## src/rtl/core_pkg.sv

```systemverilog
// core_pkg: shared AXI response codes, instruction ARPROT and fetch buffer entry type
package core_pkg;
  localparam int CORE_XLEN = 32;
  localparam logic [2:0] ARPROT_INSTR = 3'b100;
  typedef enum logic [1:0] {
    RESP_OKAY   = 2'b00,
    RESP_EXOKAY = 2'b01,
    RESP_SLVERR = 2'b10,
    RESP_DECERR = 2'b11
  } axi_resp_e;
  typedef struct packed {
    logic [CORE_XLEN-1:0] data;
    logic [CORE_XLEN-1:0] pc;
    logic                 fault;
  } fetch_entry_t;
endpackage

```

## src/rtl/sync_fifo.sv

```systemverilog
// sync_fifo: power-of-two synchronous FIFO with flush and simultaneous push/pop when full
module sync_fifo #(
  parameter int WIDTH = 8,
  parameter int DEPTH = 4
) (
  input  logic                   clk,
  input  logic                   rst,
  input  logic                   push,
  input  logic [WIDTH-1:0]       push_data,
  input  logic                   pop,
  output logic [WIDTH-1:0]       pop_data,
  input  logic                   flush,
  output logic                   full,
  output logic                   empty,
  output logic [$clog2(DEPTH):0] count
);
  localparam int AW = $clog2(DEPTH);
  logic [WIDTH-1:0] mem [DEPTH];
  logic [AW-1:0] rd_ptr, wr_ptr;
  logic do_push, do_pop;
  assign full = count == (AW+1)'(DEPTH);
  assign empty = count == '0;
  assign do_pop = pop & ~empty;
  assign do_push = push & (~full | do_pop);
  assign pop_data = mem[rd_ptr];
  always_ff @(posedge clk) begin
    if (do_push && !flush) mem[wr_ptr] <= push_data;
  end
  always_ff @(posedge clk) begin
    if (rst || flush) begin
      rd_ptr <= '0;
      wr_ptr <= '0;
      count <= '0;
    end else begin
      if (do_push) wr_ptr <= wr_ptr + AW'(1);
      if (do_pop) rd_ptr <= rd_ptr + AW'(1);
      count <= count + (AW+1)'(do_push) - (AW+1)'(do_pop);
    end
  end
endmodule

```

## src/rtl/fetch_unit.sv

```systemverilog
// fetch_unit: credit-based multi-outstanding instruction fetch with prefetch FIFO and redirect flush
module fetch_unit import core_pkg::*; #(
  parameter int              XLEN     = CORE_XLEN,
  parameter int              DEPTH    = 4,
  parameter logic [XLEN-1:0] RESET_PC = '0
) (
  input  logic            clk,
  input  logic            rst,
  input  logic            i_redirect_valid,
  input  logic [XLEN-1:0] i_redirect_pc,
  output logic            o_inst_valid,
  input  logic            i_inst_ready,
  output logic [XLEN-1:0] o_inst_data,
  output logic [XLEN-1:0] o_inst_pc,
  output logic            o_inst_fault,
  output logic            o_im_arvalid,
  input  logic            i_im_arready,
  output logic [XLEN-1:0] o_im_araddr,
  output logic [2:0]      o_im_arprot,
  input  logic            i_im_rvalid,
  output logic            o_im_rready,
  input  logic [XLEN-1:0] i_im_rdata,
  input  logic [1:0]      i_im_rresp
);
  localparam int CW = $clog2(DEPTH) + 1;
  logic [XLEN-1:0] fetch_pc, ret_pc, redirect_pc, next_pc;
  logic [CW-1:0] outstanding, discard, fifo_count, out_nxt, sum_nxt;
  logic stale_ar, held, ar_fire, r_fire, drop, push, pop, launch, fifo_empty, fifo_full;
  fetch_entry_t push_entry, head;
  assign redirect_pc = i_redirect_pc & ~XLEN'(3);
  assign next_pc = i_redirect_valid ? redirect_pc : fetch_pc;
  assign held = o_im_arvalid & ~i_im_arready;
  assign ar_fire = o_im_arvalid & i_im_arready;
  assign r_fire = i_im_rvalid & (outstanding != '0);
  assign drop = i_redirect_valid | (discard != '0);
  assign push = r_fire & ~drop & (~fifo_full | pop);
  assign pop = o_inst_valid & i_inst_ready & ~i_redirect_valid;
  assign out_nxt = outstanding + CW'(ar_fire) - CW'(r_fire);
  assign sum_nxt = i_redirect_valid ? '0 : fifo_count + outstanding - discard + CW'(ar_fire) - CW'(pop);
  assign launch = (sum_nxt < CW'(DEPTH)) & (out_nxt < CW'(DEPTH));
  assign push_entry = '{data: i_im_rdata, pc: ret_pc, fault: axi_resp_e'(i_im_rresp) != RESP_OKAY};
  assign o_inst_valid = ~fifo_empty;
  assign o_inst_data = head.data;
  assign o_inst_pc = head.pc;
  assign o_inst_fault = head.fault;
  assign o_im_arprot = ARPROT_INSTR;
  assign o_im_rready = 1'b1;
  always_ff @(posedge clk) begin
    if (rst) begin
      fetch_pc <= RESET_PC;
      ret_pc <= RESET_PC;
      outstanding <= '0;
      discard <= '0;
      stale_ar <= 1'b0;
      o_im_arvalid <= 1'b0;
      o_im_araddr <= RESET_PC;
    end else begin
      outstanding <= out_nxt;
      discard <= i_redirect_valid ? out_nxt
               : discard - CW'(r_fire && discard != '0) + CW'(ar_fire && stale_ar);
      stale_ar <= i_redirect_valid ? held : stale_ar & ~ar_fire;
      ret_pc <= i_redirect_valid ? redirect_pc : ret_pc + ((r_fire && !drop) ? XLEN'(4) : '0);
      o_im_arvalid <= held | launch;
      fetch_pc <= (!held && launch) ? next_pc + XLEN'(4) : next_pc;
      if (!held && launch) o_im_araddr <= next_pc;
    end
  end
  sync_fifo #(.WIDTH($bits(fetch_entry_t)), .DEPTH(DEPTH)) u_fifo (
    .clk      (clk),
    .rst      (rst),
    .push     (push),
    .push_data(push_entry),
    .pop      (pop),
    .pop_data (head),
    .flush    (i_redirect_valid),
    .full     (fifo_full),
    .empty    (fifo_empty),
    .count    (fifo_count)
  );
endmodule

```

## config.mk

```make
export PLATFORM = sky130hd
export DESIGN_NAME = fetch_unit
export DESIGN_NICKNAME = d
export VERILOG_FILES = /design/src/rtl/core_pkg.sv /design/src/rtl/sync_fifo.sv /design/src/rtl/fetch_unit.sv
export SDC_FILE = /design/constraint.sdc
export NUM_CORES = 1
export LEC_CHECK = 0
export BUFFER_PORTS_ARGS = -buffer_cell sky130_fd_sc_hd__buf_2
export CORE_ASPECT_RATIO = 1.5
export CORE_UTILIZATION = 25
export CTS_CLUSTER_SIZE = 12
export DETAILED_ROUTE_END_ITERATION = 8
export PLACE_DENSITY = 0.41
export SLEW_MARGIN = 20
export SYNTH_ARGS = -nofsm -noshare
export SYNTH_HDL_FRONTEND = slang
export SYNTH_SLANG_ARGS = --single-unit
```

## constraint.sdc

```tcl
create_clock -name clk -period 10 [get_ports clk]
set_input_delay 2 -clock clk [delete_from_list [all_inputs] [get_ports clk]]
set_output_delay 2 -clock clk [all_outputs]
set_load 0.01 [all_outputs]
```

==> run_results.csv, run 1 <==
group,metric,value,unit
status,status,"finished clean",
synthesis,yosysTopAreaCellShare,49.4,%
global_route,grt_antenna_before_repair,1,
detailed_routing,drt_iter0_markers,343,
power_and_ir_drop,ir_worst_vdd,0.287,mV
detailed_routing,wl_per_cell,20.1,microns
floorplanning,die_h,305,microns
critical_path,worstPathRequired,10.44,ns
final_layout,fillCellCount,6100,
clock_tree,cts_setup_buffers,0,
clock_tree,cts_tree,"done",
synthesis,ys_seq_area_share,64.0,%
clock_tree,clkLatencyLatePin,0.56,ns
clock_tree,cts_resized,0,
power_and_ir_drop,comb_power_share,23.1,%
final_layout,area_growth,19.0,%
global_route,grt_pass1_vias,9773,
synthesis,ys_warn_count,0,
power_and_ir_drop,seqPwrFrac,42.3,%
detailed_routing,wl,40200,microns
floorplanning,core,60300,sq um
final_layout,final_common_cell,"edfxtp_1",
synthesis,synthFlopType,"edfxtp_1",
synthesis,synthCells,1042,
sta,fin_skew,0.0222,ns
clock_tree,htreeDepth,2,
clock_tree,cts.root.buffer_cell,"clkbuf_16",
critical_path,worst_setup_path_end_kind,"flop",
final_layout,final_util,30.2,%
synthesis,netlist_area,15300,sq um
floorplanning,dieWidth,204,microns
min_path,hold_path.class,"flop to flop",
critical_path,criticalPathCategory,"input port to flop",
sta,hold_viol_final,0,
critical_path,crit_path_start_kind,"input port",
synthesis,synth_cell_type_count,66,
clock_tree,cts_buffers,40,
detailed_routing,drc,0,
power_and_ir_drop,p_leak,6.19,nW
critical_path,worstPathMaxFanout,58,
final_layout,multi_input_area,5100,sq um
sta,grt_setup_unrepaired,"false",
final_layout,layout_common_cells,"252 x edfxtp_1, 165 x buf_2, 109 x dfxtp_1",
power_and_ir_drop,p_sw,1.29,mW
clock_tree,clk_pin_slew,0.06,ns
critical_path,ff2ff_setup_slack,5.60,ns
clock_tree,clock-sinks,363,
sta,worst_pin_slew,0.929,ns
critical_path,arrival,5.93,ns
floorplanning,start_util,25.4,%
detailed_routing,postRouteAntennaNets,0,
floorplanning,fp-row-count,110,
place,gp_congestion,0.727,
sta,max_freq,0.182,GHz
final_layout,fin_nets,1290,
floorplanning,ioPinCount,175,
place,hpwl,25800,microns
floorplanning,die_area,62200,sq um
power_and_ir_drop,p_sw_share,30.3,%
global_route,grt_pass1_wl,61000,microns
synthesis,synthArstFlopShare,0,%
sta,tns,0,ns
sta,finalMaxSlewViolations,0,
power_and_ir_drop,power.share.clock,34.6,%
sta,maxSlewHeadroom,38.0,%
global_route,grtUsageTotal,13.0,%
detailed_routing,vias,9268,
synthesis,yosys-top-cells-area,"edfxtp_1 49%, dfxtp_1 15%, mux4_2 9.3%",
synthesis,ys_seq_elements,363,
place,port-buffer-count,166,
clock_tree,cts_buffer_depth,3,
sta,timing.final.crit_share,54.9,%
final_layout,drive_above_1_share,27.7,%
synthesis,syn_area_per_cell,14.7,sq um
sta,setup_viol,0,
global_route,grt_overflow,0,
clock_tree,holdBufCountCts,0,
final_layout,antennaDiodeCount,0,
global_route,grt_max_degree,77,
final_layout,seqCellArea,9800,sq um
detailed_routing,routed_via_density,4.62,
power_and_ir_drop,p_int,2.96,mW
detailed_routing,firstDrtPassIters,5,
power_and_ir_drop,cellPowerDensity,233,nW/um^2
synthesis,synth_edf_count,252,
synthesis,yosys.area.top_type,"edfxtp_1",
sta,fin_crit,5.49,ns
run,cap_violations,0,
-- power by group through the flow --
stage	logic [mW]	clock network (mW)	registers, mW
4_1_cts	1.01	1.53	1.80
3_3_place_gp	0.996	0	1.83
6_report	0.982	1.47	1.80
3_5_place_dp	1.01	0	1.83
5_1_grt	1.10	1.56	1.81
2_1_floorplan	0.708	0	1.83
-- worst max-delay path: stages --
cell and delay (ns):
buf_2 0.11, inv_1 0.04, buf_4 0.50, and3_1 0.28
fa_1 0.44, fa_1 0.50, inv_1 0.04, ha_1 0.26
nand3_1 0.08, and3_1 0.21, mux2_4 0.45, nor3_4 0.23
buf_4 0.41, mux2_4 0.34
-- per-stage QoR --
stage	instances	power (mW)	setup WS, ns	hold WS (ns)	cell area [sq um]
floorplan	1046	2.54	4.58	0.428	15300
global placement	1939	2.82	3.90	0.444	16900
detailed placement	1939	2.83	3.90	0.446	16900
CTS	2005	4.33	4.50	0.460	18200
global route	2005	4.47	4.28	0.483	18200
finish	2005	4.25	4.51	0.458	18200
-- cell families (layout without fill, tap and decap cells) --
group / Yosys count / in the layout / share of synthesized area (%)
other: 2 / 6 / 0.0491
muxes: 102 / 102 / 12.0
adders and majority gates: 21 / 21 / 2.01
xor gates and xnor gates: 38 / 38 / 2.17
DFF: 363 / 363 / 64.0
buffers and inverters: 100 / 275 / 3.07
and+or+nand+nor: 250 / 250 / 8.68
AOI/OAI and AO/OA: 166 / 166 / 8.08
-- cell usage after synthesis, types with 11 or more instances --
master    count
ha_1         15
nor2_1       53
buf_2        22
edfxtp_1    252
nor3_1       24
dfxtp_1     111
a31oi_1      34
a211oi_1     35
nand2_1      47
a211oi_2     11
nor4_1       13
o21ai_0      15
mux2i_1      30
inv_1        26
and2_1       16
mux4_2       63
nand4_1      18
xnor2_1      31
a21oi_1      25
clkbuf_1     36
nand3_1      22
-- area by class of cell --
cell class,count,area share [%]
clock inverters,11,0.756
repair buffers,183,5.28
flip-flops and latches,363,53.8
clock buffers,55,6.26
well taps,784,5.39
multi-input cells,583,28.0
inverters,26,0.536
-- state kept, by name (all words and copies together), names as in the netlist, 3 cells and up, named ones only --
register      cells
u_fifo.mem      252
outstanding       3
fetch_pc         32
u_fifo.count      3
discard           3
ret_pc           30
o_im_araddr      32
-- per-layer routing --
metal  wire, microns  GRT usage (%)
met1           17200           15.5
met2           20600           23.4
met3            1450           1.99
met4            1000           4.30
met5               0              0
-- worst paths after layout --
| check | from | end | depth (start not counted) |
|---|---|---|---|
| hold / removal | fetch_pc[0] | fetch_pc[0] | 1 |
| hold reg to reg | fetch_pc[0] | fetch_pc[0] | 1 |
| setup reg to reg | outstanding[2] | fetch_pc[9] | 14 |
| setup / recovery | i_redirect_valid | o_im_araddr[1] | 14 |
No activity file was read; power rests on OpenSTA's default activity.
==> inputs of run 2 (changes only) <==
ABC_AREA = 1   (was not set)
clock period = 5.8 ns   (was 10 ns; I/O delays follow)
==> run_results.csv, run 2 <==
group,metric,value,unit
sta,worst_pin_slew,0.998,ns
global_route,grt_max_degree,69,
global_route,grt_pass1_wl,67800,microns
synthesis,syn_area_per_cell,9.91,sq um
sta,fin_skew,0.0276,ns
sta,setup_ws,1.77,ns
final_layout,final_util,30.1,%
clock_tree,cts.root.buffer_cell,"clkbuf_16",
floorplanning,fp-row-count,111,
synthesis,synth_cell_type_count,42,
run,cap_violations,0,
sta,hold_viol_final,0,
floorplanning,start_util,25.4,%
detailed_routing,wl_per_cell,17.7,microns
clock_tree,cts_resized,0,
clock_tree,holdBufCountCts,0,
min_path,hold_path.class,"flop to flop",
final_layout,antennaDiodeCount,0,
place,placedCellCount,2474,
status,status,"finished clean",
sta,tns,0,ns
critical_path,reg2reg_from,"u_fifo.count[1]",
critical_path,worst_setup_path_end_kind,"output pin",
floorplanning,ioPinCount,175,
critical_path,arrival,2.87,ns
floorplanning,core,61400,sq um
final_layout,fin_nets,1818,
sta,timing.final.crit_share,69.5,%
final_layout,layout_common_cells,"354 x nand2_1, 252 x edfxtp_1, 195 x nor2_1",
detailed_routing,routed_via_density,4.48,
critical_path,slowest_delay,0.71,ns
clock_tree,clk_pin_slew,0.06,ns
final_layout,final_common_cell,"nand2_1",
detailed_routing,wl,45100,microns
critical_path,crit_family,"buffers and inverters",
critical_path,timing.rr.end,"o_im_araddr[8]",
final_layout,drive_above_1_share,17.4,%
synthesis,ys_warn_count,0,
synthesis,yosysMostFrequentCell,"nand2_1",
synthesis,yosys.area.top_type,"edfxtp_1",
synthesis,synthArstFlopShare,0,%
final_layout,area_growth,18.6,%
place,gp_congestion,0.878,
critical_path,worstPathRequired,4.64,ns
place,dpl-instance-area,17300,sq um
synthesis,ys_seq_area_share,62.8,%
critical_path,cp.depth,5,
global_route,grtUsageTotal,14.2,%
power_and_ir_drop,ir_worst_vdd,0.308,mV
synthesis,synthCells,1573,
detailed_routing,vias,11400,
final_layout,regMostFlops,"u_fifo.mem",
critical_path,crit_path_end,"o_inst_pc[23]",
critical_path,cp_num_buf_inv,3,
sta,hold-worst-slack,0.448,ns
final_layout,largest_reg_flops,252,
power_and_ir_drop,cellPowerDensity,383,nW/um^2
synthesis,synth_edf_count,252,
detailed_routing,drt_iter0_markers,497,
synthesis,yosysTopAreaCellShare,48.5,%
final_layout,stdcell_count,2545,
global_route,grt_overflow,0,
place,hpwl,29900,microns
clock_tree,clkLatencyLatePin,0.56,ns
detailed_routing,drc,0,
final_layout,fillCellCount,6483,
final_layout,reg.largest.list,"u_fifo.mem (252), fetch_pc (32), o_im_araddr (32)",
critical_path,ff2ff_setup_slack,2.10,ns
clock_tree,htreeDepth,2,
critical_path,r2r_cells,18,
place,port-buffer-count,166,
synthesis,yosys-top-cells-area,"edfxtp_1 49%, dfxtp_1 14%, nand2_1 8.5%",
critical_path,cpMaxStageDelayCell,"buf_4",
sta,finalMaxSlewViolations,0,
synthesis,synthFlopType,"edfxtp_1",
sta,setup_viol,0,
detailed_routing,postRouteAntennaNets,0,
clock_tree,cts_buffers,40,
critical_path,crit_path_start_kind,"flop",
critical_path,worstPathMaxFanout,64,
floorplanning,die_area,63400,sq um
global_route,grt_antenna_before_repair,0,
power_and_ir_drop,p_leak,6.83,nW
detailed_routing,firstDrtPassIters,7,
floorplanning,dieWidth,206,microns
synthesis,ys_seq_elements,363,
clock_tree,clock-sinks,363,
power_and_ir_drop,finalPower,7.08,mW
clock_tree,cts_tree,"done",
final_layout,fin_area,18500,sq um
clock_tree,cts_setup_buffers,0,
sta,fin_crit,4.03,ns
synthesis,yosys-top-cells-count,"354 x nand2_1, 252 x edfxtp_1, 199 x nor2_1",
critical_path,crit_chain,"clkinv_2, buf_4, o21ai_0, o22ai_1, buf_2",
critical_path,criticalPathCategory,"flop to output pin",
place,dp_slack,1.27,ns
synthesis,netlist_area,15600,sq um
sta,grt_setup_unrepaired,"false",
floorplanning,die_h,308,microns
global_route,grt_pass1_vias,11300,
clock_tree,cts_buffer_depth,3,
sta,maxSlewHeadroom,33.5,%
sta,max_freq,0.248,GHz
[run 2: changes by cell type after synthesis, sizes merged, moves of 34 or more]
cell	delta
nor2	+168
inv	+71
o21ai	+134
a211oi	-45
o22ai	+70
nand2	+339
a31oi	-34
mux4	-63
a21oi	+53
[run 2: worst reg2reg max path, stage by stage (launching register included)]
cell     delay [ns]
dfxtp_1        0.46
nor2_1         0.09
nand2_1        0.08
nand3_1        0.08
inv_1          0.08
fa_1           0.42
fa_1           0.49
inv_1          0.04
ha_1           0.26
nand2_1        0.05
nand2_1        0.05
nand2_1        0.05
nand2_1        0.08
nand3_1        0.08
nand3_1        0.15
nand3_2        0.10
inv_2          0.72
nand2_1        0.17
a21oi_1        0.18
[run 2: cell type report]
class / instances / area [sq um] / area share, %
timing repair buffer: 185 / 1020 / 5.53
sequential: 363 / 9790 / 53.0
tap: 791 / 990 / 5.35
clock inverter: 16 / 164 / 0.886
clock buffer: 55 / 1070 / 5.77
inverter: 98 / 369 / 2.00
multi-input combinational: 1037 / 5090 / 27.5
[run 2: report_power, final]
| group | internal, mW | total [mW] | switching [mW] |
|---|---|---|---|
| combinational | 0.450 | 1.45 | 0.996 |
| clock | 1.42 | 2.46 | 1.03 |
| sequential | 3.05 | 3.18 | 0.127 |
| total | 4.92 | 7.08 | 2.16 |
[run 2: logic make-up (layout without fill, tap and decap cells)]
group | after synthesis | after routing | share of synthesized area (%)
AO/OA/AOI/OAI | 307 | 307 | 10.7
XOR/XNOR | 31 | 31 | 1.74
adder cells (fa/ha/maj) | 21 | 21 | 1.97
buffers and inverters | 177 | 354 | 4.89
flip-flops | 363 | 363 | 62.8
other | 2 | 6 | 0.0482
AND/OR/NAND/NOR | 672 | 672 | 17.9
[run 2: layer usage]
metal  track usage [%]  part of all wire (%)
met2              25.0                    50
met3              2.40                   4.0
met5                 0                     0
met4              5.40                   3.5
met1              17.0                    43
[run 2: how the worst min path moves through the flow]
stage	to	slack [ns]	cells past startpoint	from
2_1_floorplan	fetch_pc[0]	0.41	2	fetch_pc[0]
3_3_place_gp	fetch_pc[1]	0.43	2	fetch_pc[1]
3_5_place_dp	fetch_pc[1]	0.43	2	fetch_pc[1]
4_1_cts	fetch_pc[1]	0.45	2	fetch_pc[1]
5_1_grt	o_im_araddr[12]	0.48	2	o_im_araddr[12]
6_report	fetch_pc[0]	0.45	2	fetch_pc[0]
